## config.mk

```make
export PLATFORM = sky130hd
export DESIGN_NAME = if_fetch_flat
export DESIGN_NICKNAME = d
export VERILOG_FILES = /design/src/rtl/if_fetch_if.sv /design/src/rtl/if_fetch.sv /design/src/flat_wrapper.sv
export SDC_FILE = /design/constraint.sdc
export NUM_CORES = 1
export LEC_CHECK = 0
export ABC_CLOCK_PERIOD_IN_PS = 4800
export CORE_ASPECT_RATIO = 0.6
export CORE_MARGIN = 2
export CORE_UTILIZATION = 52
export DETAILED_ROUTE_END_ITERATION = 8
export GPL_ROUTABILITY_DRIVEN = 0
export PLACE_DENSITY = 0.87
export SYNTH_ARGS = -nofsm -noshare
export SYNTH_HDL_FRONTEND = slang
export SYNTH_SLANG_ARGS = --single-unit
```

## constraint.sdc

```tcl
create_clock -name clk -period 4.8 [get_ports clk]
set_input_delay 0.96 -clock clk [delete_from_list [all_inputs] [get_ports clk]]
set_output_delay 0.96 -clock clk [all_outputs]
set_load 0.005 [all_outputs]
```

## src/rtl/if_fetch_if.sv

```systemverilog
// if_fetch_if: instruction-memory request/response bus between the fetch
// stage and the instruction ROM.
//   rom_en    : fetch request (driven by fetch stage)
//   rom_addr  : fetch address (driven by fetch stage)
//   rom_rdata : returned instruction (driven by memory)
//   rom_valid : rom_rdata valid for the outstanding request (driven by memory)
// Modports: master = fetch stage, slave = memory.
interface if_fetch_if;
  logic        rom_en;
  logic [31:0] rom_addr;
  logic [31:0] rom_rdata;
  logic        rom_valid;

  modport master (output rom_en, output rom_addr, input rom_rdata, input rom_valid);
  modport slave  (input rom_en, input rom_addr, output rom_rdata, output rom_valid);
endinterface

```

## src/rtl/if_fetch.sv

```systemverilog
// if_fetch: instruction fetch stage with a one-entry stall buffer and
// flush/redirect handling of an outstanding memory request.
// Parameters:
//   RESET_PC   : first fetch address after reset
// Ports:
//   clk        : pipeline clock, rising edge
//   rst        : asynchronous active-low reset
//   stall      : 1 = ID not accepting, IF/ID outputs hold
//   flush      : redirect request (priority over stall and rom_valid)
//   flush_pc   : redirect target (low two bits ignored)
//   rom        : if_fetch_if.master instruction memory bus
//   addr/inst/inst_valid : registered IF/ID pair to the ID stage
// Optional feature (macro IF_FETCH_PERF_CNT_EN):
//   perf_fetch_cnt : delivered instructions, saturating
//   perf_wait_cnt  : FETCH cycles without rom_valid, saturating
module if_fetch #(
  parameter logic [31:0] RESET_PC = 32'h0000_0000
) (
  input  logic        clk,
  input  logic        rst,
  input  logic        stall,
  input  logic        flush,
  input  logic [31:0] flush_pc,
  if_fetch_if.master  rom,
  output logic [31:0] addr,
  output logic [31:0] inst,
  output logic        inst_valid
`ifdef IF_FETCH_PERF_CNT_EN
  ,
  output logic [31:0] perf_fetch_cnt,
  output logic [31:0] perf_wait_cnt
`endif
);

  typedef enum logic [1:0] {IDLE, FETCH, HOLD, DISCARD} state_t;

  state_t      state, state_nxt;
  logic [31:0] pc, pc_nxt;
  logic [31:0] buf_inst, buf_nxt;
  logic        rom_en_q;
  logic        deliver;
  logic [31:0] deliver_inst;

  assign rom.rom_en   = rom_en_q;
  assign rom.rom_addr = pc;

  always_comb begin
    state_nxt    = state;
    pc_nxt       = pc;
    buf_nxt      = buf_inst;
    deliver      = 1'b0;
    deliver_inst = buf_inst;
    if (flush) begin
      pc_nxt  = {flush_pc[31:2], 2'b00};
      buf_nxt = '0;
      case (state)
        // a request still in flight must have its response dropped
        FETCH:   state_nxt = rom.rom_valid ? FETCH : DISCARD;
        DISCARD: state_nxt = DISCARD;
        default: state_nxt = FETCH;
      endcase
    end else begin
      case (state)
        IDLE: state_nxt = FETCH;
        FETCH: begin
          if (rom.rom_valid) begin
            if (stall) begin
              buf_nxt   = rom.rom_rdata;
              state_nxt = HOLD;
            end else begin
              deliver      = 1'b1;
              deliver_inst = rom.rom_rdata;
            end
          end
        end
        HOLD: begin
          if (!stall) begin
            deliver      = 1'b1;
            deliver_inst = buf_inst;
            state_nxt    = FETCH;
          end
        end
        DISCARD: if (rom.rom_valid) state_nxt = FETCH;
        default: state_nxt = IDLE;
      endcase
      if (deliver) pc_nxt = pc + 32'd4;
    end
  end

  always_ff @(posedge clk or negedge rst) begin
    if (!rst) begin
      state      <= IDLE;
      pc         <= RESET_PC;
      buf_inst   <= '0;
      rom_en_q   <= 1'b0;
      addr       <= '0;
      inst       <= '0;
      inst_valid <= 1'b0;
    end else begin
      state    <= state_nxt;
      pc       <= pc_nxt;
      buf_inst <= buf_nxt;
      rom_en_q <= (state_nxt == FETCH);
      if (flush || (!deliver && !stall)) begin
        addr       <= '0;
        inst       <= '0;
        inst_valid <= 1'b0;
      end else if (deliver) begin
        addr       <= pc;
        inst       <= deliver_inst;
        inst_valid <= 1'b1;
      end
    end
  end

`ifdef IF_FETCH_PERF_CNT_EN
  always_ff @(posedge clk or negedge rst) begin
    if (!rst) begin
      perf_fetch_cnt <= '0;
      perf_wait_cnt  <= '0;
    end else begin
      if (deliver && perf_fetch_cnt != '1)
        perf_fetch_cnt <= perf_fetch_cnt + 32'd1;
      if (state == FETCH && !rom.rom_valid && perf_wait_cnt != '1)
        perf_wait_cnt <= perf_wait_cnt + 32'd1;
    end
  end
`endif

endmodule

```

## src/flat_wrapper.sv

```systemverilog
// flat-port wrapper written by rule: the top's interface ports become plain ports
module if_fetch_flat 
#(
  parameter logic [31:0] RESET_PC = 32'h0000_0000
)
  (clk, rst, stall, flush, flush_pc, addr, inst, inst_valid, rom_rom_en, rom_rom_addr, rom_rom_rdata, rom_rom_valid);
  if_fetch_if rom_i ();
  input  logic clk;
  input  logic rst;
  input  logic stall;
  input  logic flush;
  input  logic [31:0] flush_pc;
  output logic [31:0] addr;
  output logic [31:0] inst;
  output logic inst_valid;
  output wire logic [$bits(rom_i.rom_en)-1:0] rom_rom_en;
  output wire logic [$bits(rom_i.rom_addr)-1:0] rom_rom_addr;
  input wire logic [$bits(rom_i.rom_rdata)-1:0] rom_rom_rdata;
  input wire logic [$bits(rom_i.rom_valid)-1:0] rom_rom_valid;
  assign rom_rom_en = rom_i.rom_en;
  assign rom_rom_addr = rom_i.rom_addr;
  assign rom_i.rom_rdata = rom_rom_rdata;
  assign rom_i.rom_valid = rom_rom_valid;
  if_fetch #(.RESET_PC(RESET_PC)) u_core (.clk(clk), .rst(rst), .stall(stall), .flush(flush), .flush_pc(flush_pc), .rom(rom_i), .addr(addr), .inst(inst), .inst_valid(inst_valid));
endmodule
```

# Yosys cells after proc, flatten, opt, wreduce, memory -nomap -nowiden
# Index checks and enable logic that the tools add are counted.
dict set report word_totals {
  wordCells 52
  input_bits 69
  register_bits 132
  out_inout_bits 98
}
dict set report op_classes {
  reduce_logical 11
  eq_ne 4
  mux 29
  add_sub_neg 1
}
# cell count
set ops {}
lappend ops {{two-way mux 32 bit} 14}
lappend ops {{adder 32 x 3 -> 32 bit, second input constant} 1}
lappend ops {{two-way mux 2 bit} 6}
lappend ops {{nonzero test 2 bit} 5}
lappend ops {{one-hot mux 2 bit (4 select lines)} 1}
lappend ops {{two-way mux 1 bit} 6}
lappend ops {{equality test 2 x 1 -> 1 bit, second input constant} 2}
lappend ops {{equality test 2 bit, second input constant} 2}
lappend ops {{one-hot mux 2 bit (2 select lines)} 1}
lappend ops {{AND reduction 3 bit} 1}
lappend ops {{zero test 1 bit} 2}
lappend ops {{zero test 2 bit} 1}
lappend ops {{one-hot mux 1 bit (2 select lines)} 1}
lappend ops {{logical AND 1 bit} 1}
lappend ops {{logical OR 1 bit} 1}

# Depth between registers and ports, before layout
dict set report depth {
  word_depth 9
  mapped_depth 7
}

# Least setup slack after synthesis
# No wires, ideal clock.
dict set report synth_path {
  path_kind {input to register}
  start {input port stall}
  end {register u_core.pc[25], in the netlist u_core.rom.rom_addr[25]}
  t_arrival_ps 2420
  t_required_ps 4718
  setup_slack_ps 2299
  cell_stages 6
  cell_sequence {buf_6 -> nand2b_4 -> or4_4 -> buf_6 -> or4_1 -> a31oi_1}
}
dict set report synth_via {
  elab_chain_cells 5
}
# element line_no
set synth_lines {}
lappend synth_lines {{start, declared} flat_wrapper.sv:10} ;# input logic stall;
lappend synth_lines {{two-way mux 1 bit *} {if_fetch.sv:67, if_fetch.sv:77}}
lappend synth_lines {{two-way mux 1 bit} if_fetch.sv:66} ;# if (rom.rom_valid) begin
lappend synth_lines {{one-hot mux 1 bit (2 select lines) *} if_fetch.sv:63} ;# case (state)
lappend synth_lines {{two-way mux 1 bit *} if_fetch.sv:53} ;# if (flush) begin
lappend synth_lines {{nonzero test 2 bit (no line) *} n/a}
lappend synth_lines {{end signal, assigned} if_fetch.sv:101} ;# pc <= pc_nxt;
lappend synth_lines {{end, declared} if_fetch.sv:38} ;# logic [31:0] pc, pc_nxt;
# Every way passes the cells marked *; elsewhere a longest branch is shown, timed or not. The select of a mux whose other input is x is not followed.
# A chain may end at the register's enable or synchronous reset.

# Worst setup path after layout
dict set report layout_path {
  start {input port flush}
  end {register u_core.inst[25]}
}
dict set report layout_via {
  elab_chain_cells 5
}
# element line_no
set layout_lines {}
lappend layout_lines {{start, declared} flat_wrapper.sv:11} ;# input logic flush;
lappend layout_lines {{two-way mux 1 bit} if_fetch.sv:53}
lappend layout_lines {{zero test 1 bit} if_fetch.sv:104} ;# if (flush || (!deliver && !stall)) begin
lappend layout_lines {{logical AND 1 bit} if_fetch.sv:104}
lappend layout_lines {{logical OR 1 bit} if_fetch.sv:104}
lappend layout_lines {{two-way mux 32 bit or nonzero test 2 bit (tied branches)} n/a}
lappend layout_lines {{end signal, assigned} if_fetch.sv:110} ;# inst <= deliver_inst;
lappend layout_lines {{end, declared} if_fetch.sv:26} ;# output logic [31:0] inst,
# Several ways; a longest one is shown, not always the timed one. The select of a mux whose other input is x is not followed.

==> impl_metrics.env <==
export IMPL_outcome="completed"
export IMPL_clk_pin_slew_ns=0.05
export IMPL_max_freq_mhz=304
export IMPL_nNetsFinal=747
export IMPL_grt_usage_pct=26.9
export IMPL_start_util_pct=54.1
export IMPL_crit_fanout=53
export IMPL_yosys_warnings=0
export IMPL_postSynthCellCount=527
export IMPL_startpoint_type="input port"
export IMPL_tightest_slew_ns=1.34
export IMPL_reg2regPathDepth=6
export IMPL_cts_num_sinks=129
export IMPL_min_to="u_core.inst[20]"
export IMPL_numCtsBuffers=17
export IMPL_grt_pass1_vias=4965
export IMPL_fin_tns_setup_ns=0
export IMPL_synth_edf_count=0
export IMPL_grt_overflow=0
export IMPL_grt_pass1_wl_um=25600
export IMPL_ys_seq_area_share_pct=55.5
export IMPL_die_h_um=85.9
export IMPL_min_path_type="reg2reg"
export IMPL_worstPathRequired_ns=5.10
export IMPL_netSwitchingFraction_pct=26.2
export IMPL_synth_async_reset_ratio_pct=100
export IMPL_combPwrFrac_pct=18.8
export IMPL_grt_setup_unrepaired="false"
export IMPL_cp_arrival_ns=3.59
export IMPL_drc_errors=0
export IMPL_vias=4969
export IMPL_ios=167
export IMPL_ys_types=45
export IMPL_hold_viol_final=0
export IMPL_slew_violations=0
export IMPL_insertion_delay_ns=0.41
export IMPL_vias_per_cell=6.04
export IMPL_grt_start_max_net_pins=88
export IMPL_r2r_start="u_core.state[0]"
export IMPL_ys_ff_latch=129
export IMPL_detail_route_wl_per_cell_um=19.1
export IMPL_hpwl_um=10500
export IMPL_met3_length_um=986
export IMPL_setup_viol=0
export IMPL_r2r_slack_ns=2.11
export IMPL_routed_wl_um=15700
export IMPL_synth_area_per_cell_um2=11.0
export IMPL_wl_met2_um=7140
export IMPL_relSlewSlack_pct=10.4
export IMPL_final_area_um2=8100
export IMPL_drv_cap=0
export IMPL_postCtsSetupRepairBufs=0
export IMPL_cts_tree="built"
export IMPL_area_growth_pct=39.2
export IMPL_end_kind="flip-flop"
export IMPL_cts_hold_buf=0
export IMPL_power_density_nw_per_um2=399
export IMPL_min_period_ns=3.29
export IMPL_clock_skew_ns=0.0136
export IMPL_worst_hold_startpoint="u_core.inst[20]"
export IMPL_netlist_area_um2=5810
export IMPL_drt_initial_drc_count=343
export IMPL_htreeDepth=4
export IMPL_crit_type="in2reg"
export IMPL_dr_pass1_iters=5
export IMPL_clockBufferDepth=2
export IMPL_p_int_uw=2380
export IMPL_antenna_found_initial=0
export IMPL_antenna_cells=0
export IMPL_dieWidth_um=141
export IMPL_switching_power_uw=846
export IMPL_peakVddDrop_v=0.000290
export IMPL_rows=29
export IMPL_dieArea_um2=12100
export IMPL_synth_ff_type="dfrtp_1"
export IMPL_ant_nets=0
export IMPL_cts_resized=0
export IMPL_power_total_uw=3230
export IMPL_coreArea_um2=10700
export IMPL_rr_endpoint="u_core.rom.rom_addr[30]"
export IMPL_power_share_sequential_pct=40.0
export IMPL_highest_layer="met4"
export IMPL_drive_gt1_share_pct=6.87
export IMPL_place_area_um2=7490
export IMPL_cts_root_buffer="clkbuf_16"
export IMPL_p_leak_uw=0.00329
export IMPL_post_route_period_util_pct=68.6
export IMPL_portBuffers=162
export IMPL_whs_path_depth=2
export IMPL_p_clk_share_pct=41.2
export IMPL_wl_met1_um=7380
==> registers in the layout (all words and copies together) (netlist names) <==
signal               cells
u_core.inst             32
u_core.rom.rom_en        1
u_core.inst_valid        1
u_core.buf_inst         32
u_core.rom.rom_addr     30
u_core.state             2
u_core.addr             31
==> layout make-up <==
type / instances / area (um2)
clock buffer: 20 / 447
multi-input combinational: 348 / 2390
timing repair buffer: 169 / 1670
clock inverter: 11 / 163
fill: 712 / 2650
tap: 139 / 174
inverter: 7 / 26.3
sequential: 129 / 3230
==> metal layers <==
metal	vias up	global-route usage, %
met1	2478	38.4
met3	16	5.86
met2	205	42.1
met5	-	0
met4	0	7.91
li1	2270	-
==> worst max-delay path, cell delays in order <==
cell	delay (ns)
clkdlybuf4s50_1	0.97
inv_2	0.96
o21ai_0	0.41
a211oi_1	0.29
==> how the worst max path moves through the flow <==
stage / start / to / slack, ns / depth (start not counted)
final: flush / u_core.inst[25] / 1.51 / 4
after CTS: flush / u_core.inst[25] / 1.53 / 4
after global placement: flush / u_core.inst[23] / 1.19 / 4
after detailed placement: flush / u_core.inst[25] / 1.11 / 4
after global routing: flush / u_core.inst[23] / 1.25 / 4
after floorplan: stall / u_core.rom.rom_addr[25] / 2.30 / 6
==> cells in the mapped netlist (5+ instances only) <==
cell / number / area (um2)
buf_2: 5 / 25.0
a32o_1: 28 / 280
mux2i_1: 33 / 330
o31ai_1: 14 / 105
nand4_1: 7 / 43.8
clkbuf_1: 33 / 124
dfrtp_1: 129 / 3230
o21ai_0: 45 / 225
a22o_1: 32 / 280
a31oi_1: 20 / 125
nand3_1: 15 / 75.1
or4_1: 17 / 128
inv_1: 6 / 22.5
or3_1: 6 / 37.5
nor2_1: 23 / 86.3
ha_1: 6 / 75.1
nand2_1: 53 / 199
==> stage by stage <==
step | setup WS [ns] | hold WS, ns | utilization (%) | instances
after global placement | 1.19 | 0.461 | 69.7 | 792
after global routing | 1.25 | 0.490 | 75.4 | 823
final | 1.51 | 0.476 | 75.4 | 823
after CTS | 1.53 | 0.482 | 75.4 | 823
after floorplan | 2.30 | 0.472 | - | 528
after detailed placement | 1.11 | 0.470 | 69.7 | 792
==> layout by cell type, fill, tap and decap left out, types with 6 or more instances in the layout <==
cell type	netlist	routed
nand4_1	7	7
clkdlybuf4s50_1	0	160
dfrtp_1	129	129
nand3_1	15	15
or4_1	17	17
a32o_1	28	28
inv_1	6	6
nand2_1	53	53
o21ai_0	45	45
buf_4	4	7
o31ai_1	14	14
clkbuf_16	0	17
ha_1	6	6
a22o_1	32	32
a31oi_1	20	19
nor2_1	23	22
mux2i_1	33	33
or3_1	6	6
==> power groups by stage <==
stage	clock, uW	sequential [uW]	combinational (uW)
after detailed placement	0	1300	606
after global routing	1400	1300	664
after global placement	0	1300	584
after floorplan	0	1290	298
final	1330	1290	607
after CTS	1350	1290	612
==> cells by family after synthesis <==
family | Yosys count | share of synthesized area (%)
other | 1 | 0.0645
flip-flops | 129 | 55.5
XOR/XNOR | 8 | 1.20
AND/OR/NAND/NOR | 144 | 12.9
adder cells (fa/ha/maj) | 6 | 1.29
AO/OA/AOI/OAI | 155 | 19.4
buffers and inverters | 51 | 3.92
multiplexers | 33 | 5.68
Note: power is estimated with default switching activity, not from simulation.
==> RTL edit: new RTL, config.mk and constraints unchanged <==
Re-encode `state_t` (4 states) as one-hot, 4 bits wide.
--- a/src/rtl/if_fetch.sv
+++ b/src/rtl/if_fetch.sv
@@ -33,5 +33,5 @@
 );
 
-  typedef enum logic [1:0] {IDLE, FETCH, HOLD, DISCARD} state_t;
+  typedef enum logic [3:0] {IDLE = 4'b0001, FETCH = 4'b0010, HOLD = 4'b0100, DISCARD = 4'b1000} state_t;
 
   state_t      state, state_nxt;
Behaviour: no difference found for any inputs over 4 cycles, from zero or initial values and one cycle with rst low; so few cycles prove little.
==> RTL edit against the unedited design <==
- worst setup slack better by 0.090 ns
- largest power group unchanged
- fmax up 2.8%
- routed wire length up 4.6%
- final area up 1.2%
- synthesized area up 2.7%
- first-iteration DRC count up 17%
- register-to-register slack better by 0.04 ns
- power down 1.4%
- sequential cell count up 2
==> RTL edit: results (changes against the unedited design) <==
Outcome
  – Status: complete, no violations (unchanged)

Cells and area
  – Final #Nets: 782 (was 747)
  – Number of diodes: 0 (unchanged)
  – Top Registers: u_core.buf_inst x32, u_core.inst x32, u_core.addr x31 (unchanged)
  – Layout cells sized above 1: 6.897% (was 6.871%)

Worst hold path
  – HP Start: u_core.addr[24]$_DFFE_PN0P_ (was u_core.inst[20]$_DFFE_PN0P_)
  – Min-Delay Path Class: reg -> reg (unchanged)

Placed design
  – Port Buffer Count: 162 (unchanged)
  – Placed cell area: 7580 µm² (was 7486 µm²)
  – Final HPWL DP: 10.93 mm (was 10.51 mm)

Yosys
  – Synth top area cells: dfrtp_1 (54%), nand2_1 (6.4%), a22o_1 (6.3%) (was dfrtp_1 (56%), mux2i_1 (5.7%), a22o_1 (4.8%))
  – Seq/Total Area, Yosys: 54.94% (was 55.52%)
  – Synth top cells by count: dfrtp_1 (130), nand2_1 (102), o21ai_0 (61) (was dfrtp_1 (129), nand2_1 (53), o21ai_0 (45))
  – Unique cell type count in the Yosys netlist: 51 (was 45)
  – Warnings from Yosys: 0 (unchanged)

Global routing
  – Routing usage on met3: 4.673% (was 5.863%)
  – Initial antenna violation count: 0 (unchanged)
  – Vias in the first global route: 5,078 (was 4,965)
  – Largest net degree at the start of global routing: 97 (was 88)
  – GRT Overall Usage: 27.27% (was 26.86%)
  – M1 GR Usage: 38.43% (was 38.40%)
  – Routing usage on met2: 43.04% (was 42.07%)
  – First-pass GRT wire length: 26.03 mm (was 25.56 mm)

Setup path
  – Worst Path Arrival: 3.49 ns (was 3.59 ns)
  – FF-to-FF Start: u_core.state[1]$_DFF_PN0_ (was u_core.state[0]$_DFF_PN0_)
  – Worst path top cell family by delay: simple AND/OR/NAND/NOR gates (was buffers and inverters)
  – Slowest CP cell: nand2_1 (was clkdlybuf4s50_1)
  – Launch point of the worst path: rom_rom_valid (was flush)
  – CP Max Fanout: 34 (was 53)
  – Slowest stage delay, CP: 0.73 ns (was 0.97 ns)
  – R2R setup slack: 2.15 ns (was 2.11 ns)

Drt
  – Met2 routed WL: 7.711 mm (was 7.141 mm)
  – Drt via density: 5.848 (was 6.038)
  – Routed len/inst: 18.88 µm (was 19.06 µm)
  – Detailed Routing Iterations Pass 1: 5 (unchanged)
  – M1 WL: 7.456 mm (was 7.377 mm)
  – Met3 wire len: 963 µm (was 986 µm)
  – Starting DRT DRC Count: 400 (was 343)

CTS
  – Clock Path Buffers: 2 (unchanged)
  – # resized after CTS: 0 (unchanged)

Timing
  – Max-slew headroom at the worst pin: 14.72% (was 10.44%)
  – Clock Skew: 0.01139 ns (was 0.01356 ns)

Power and ir drop
  – VDD IR max: 0.2866 mV (was 0.2898 mV)
  – Leak: 3.647 nW (was 3.288 nW)
## RTL edit: cell count changes in the layout (fill, tap and decap cells not counted), moves of 15 or more
cell / unedited run / this run
or4_1: 17 / 1
a21oi_1: 4 / 21
o21ai_0: 45 / 61
a31oi_1: 19 / 4
nand2_1: 53 / 102
a32o_1: 28 / 0
## RTL edit: tightest hold or removal path, cell delays in order, from the launching register on
cell	delay, ns
dfrtp_1	0.33
nand2_1	0.05
o21ai_0	0.06
## RTL edit: final timing paths
check	endpoint	depth (start not counted)
worst max-delay path	u_core.inst[28]$_DFFE_PN0P_	5
worst min register to register	u_core.addr[24]$_DFFE_PN0P_	2
worst min-delay path	u_core.addr[24]$_DFFE_PN0P_	2
max in group asynchronous	u_core.buf_inst[21]$_DFFE_PN0P_	2
min in group asynchronous	u_core.rom.rom_addr[10]$_DFFE_PN0P_	1
worst max register to register	u_core.inst[28]$_DFFE_PN0P_	4
## RTL edit: cell type report
type,instances,area (µm²)
tap,144,180.2
fill,798,3069
multi-input combinational,390,2446
clock inverter,12,155.1
clock buffer,20,456.7
inverter,5,18.77
sequential,131,3279
timing repair buffer,167,1655
## RTL edit: logic make-up after synthesis
family	synth area share (%)
compound gates	15.66
other cells	0.06282
flops	54.94
simple gates	15.11
xor+xnor	3.815
mux	5.911
buf+inv	4.297
fa+ha+maj	0.2096
## RTL edit: per-stage QoR
step	hold WS [ns]	std cells	setup slack, ns
5_1_grt	0.5160	869	1.344
3_3_place_gp	0.4625	837	1.320
4_1_cts	0.4824	869	1.617
6_report	0.4769	869	1.598
3_5_place_dp	0.4703	837	1.261
2_1_floorplan	0.4727	572	2.481
## RTL edit: power breakdown
part | internal (W) | switching, W
logic | 0.000276 | 0.000271
registers | 0.00119 | 0.000113
clock network | 0.000846 | 0.000488
total | 0.00231 | 0.000871
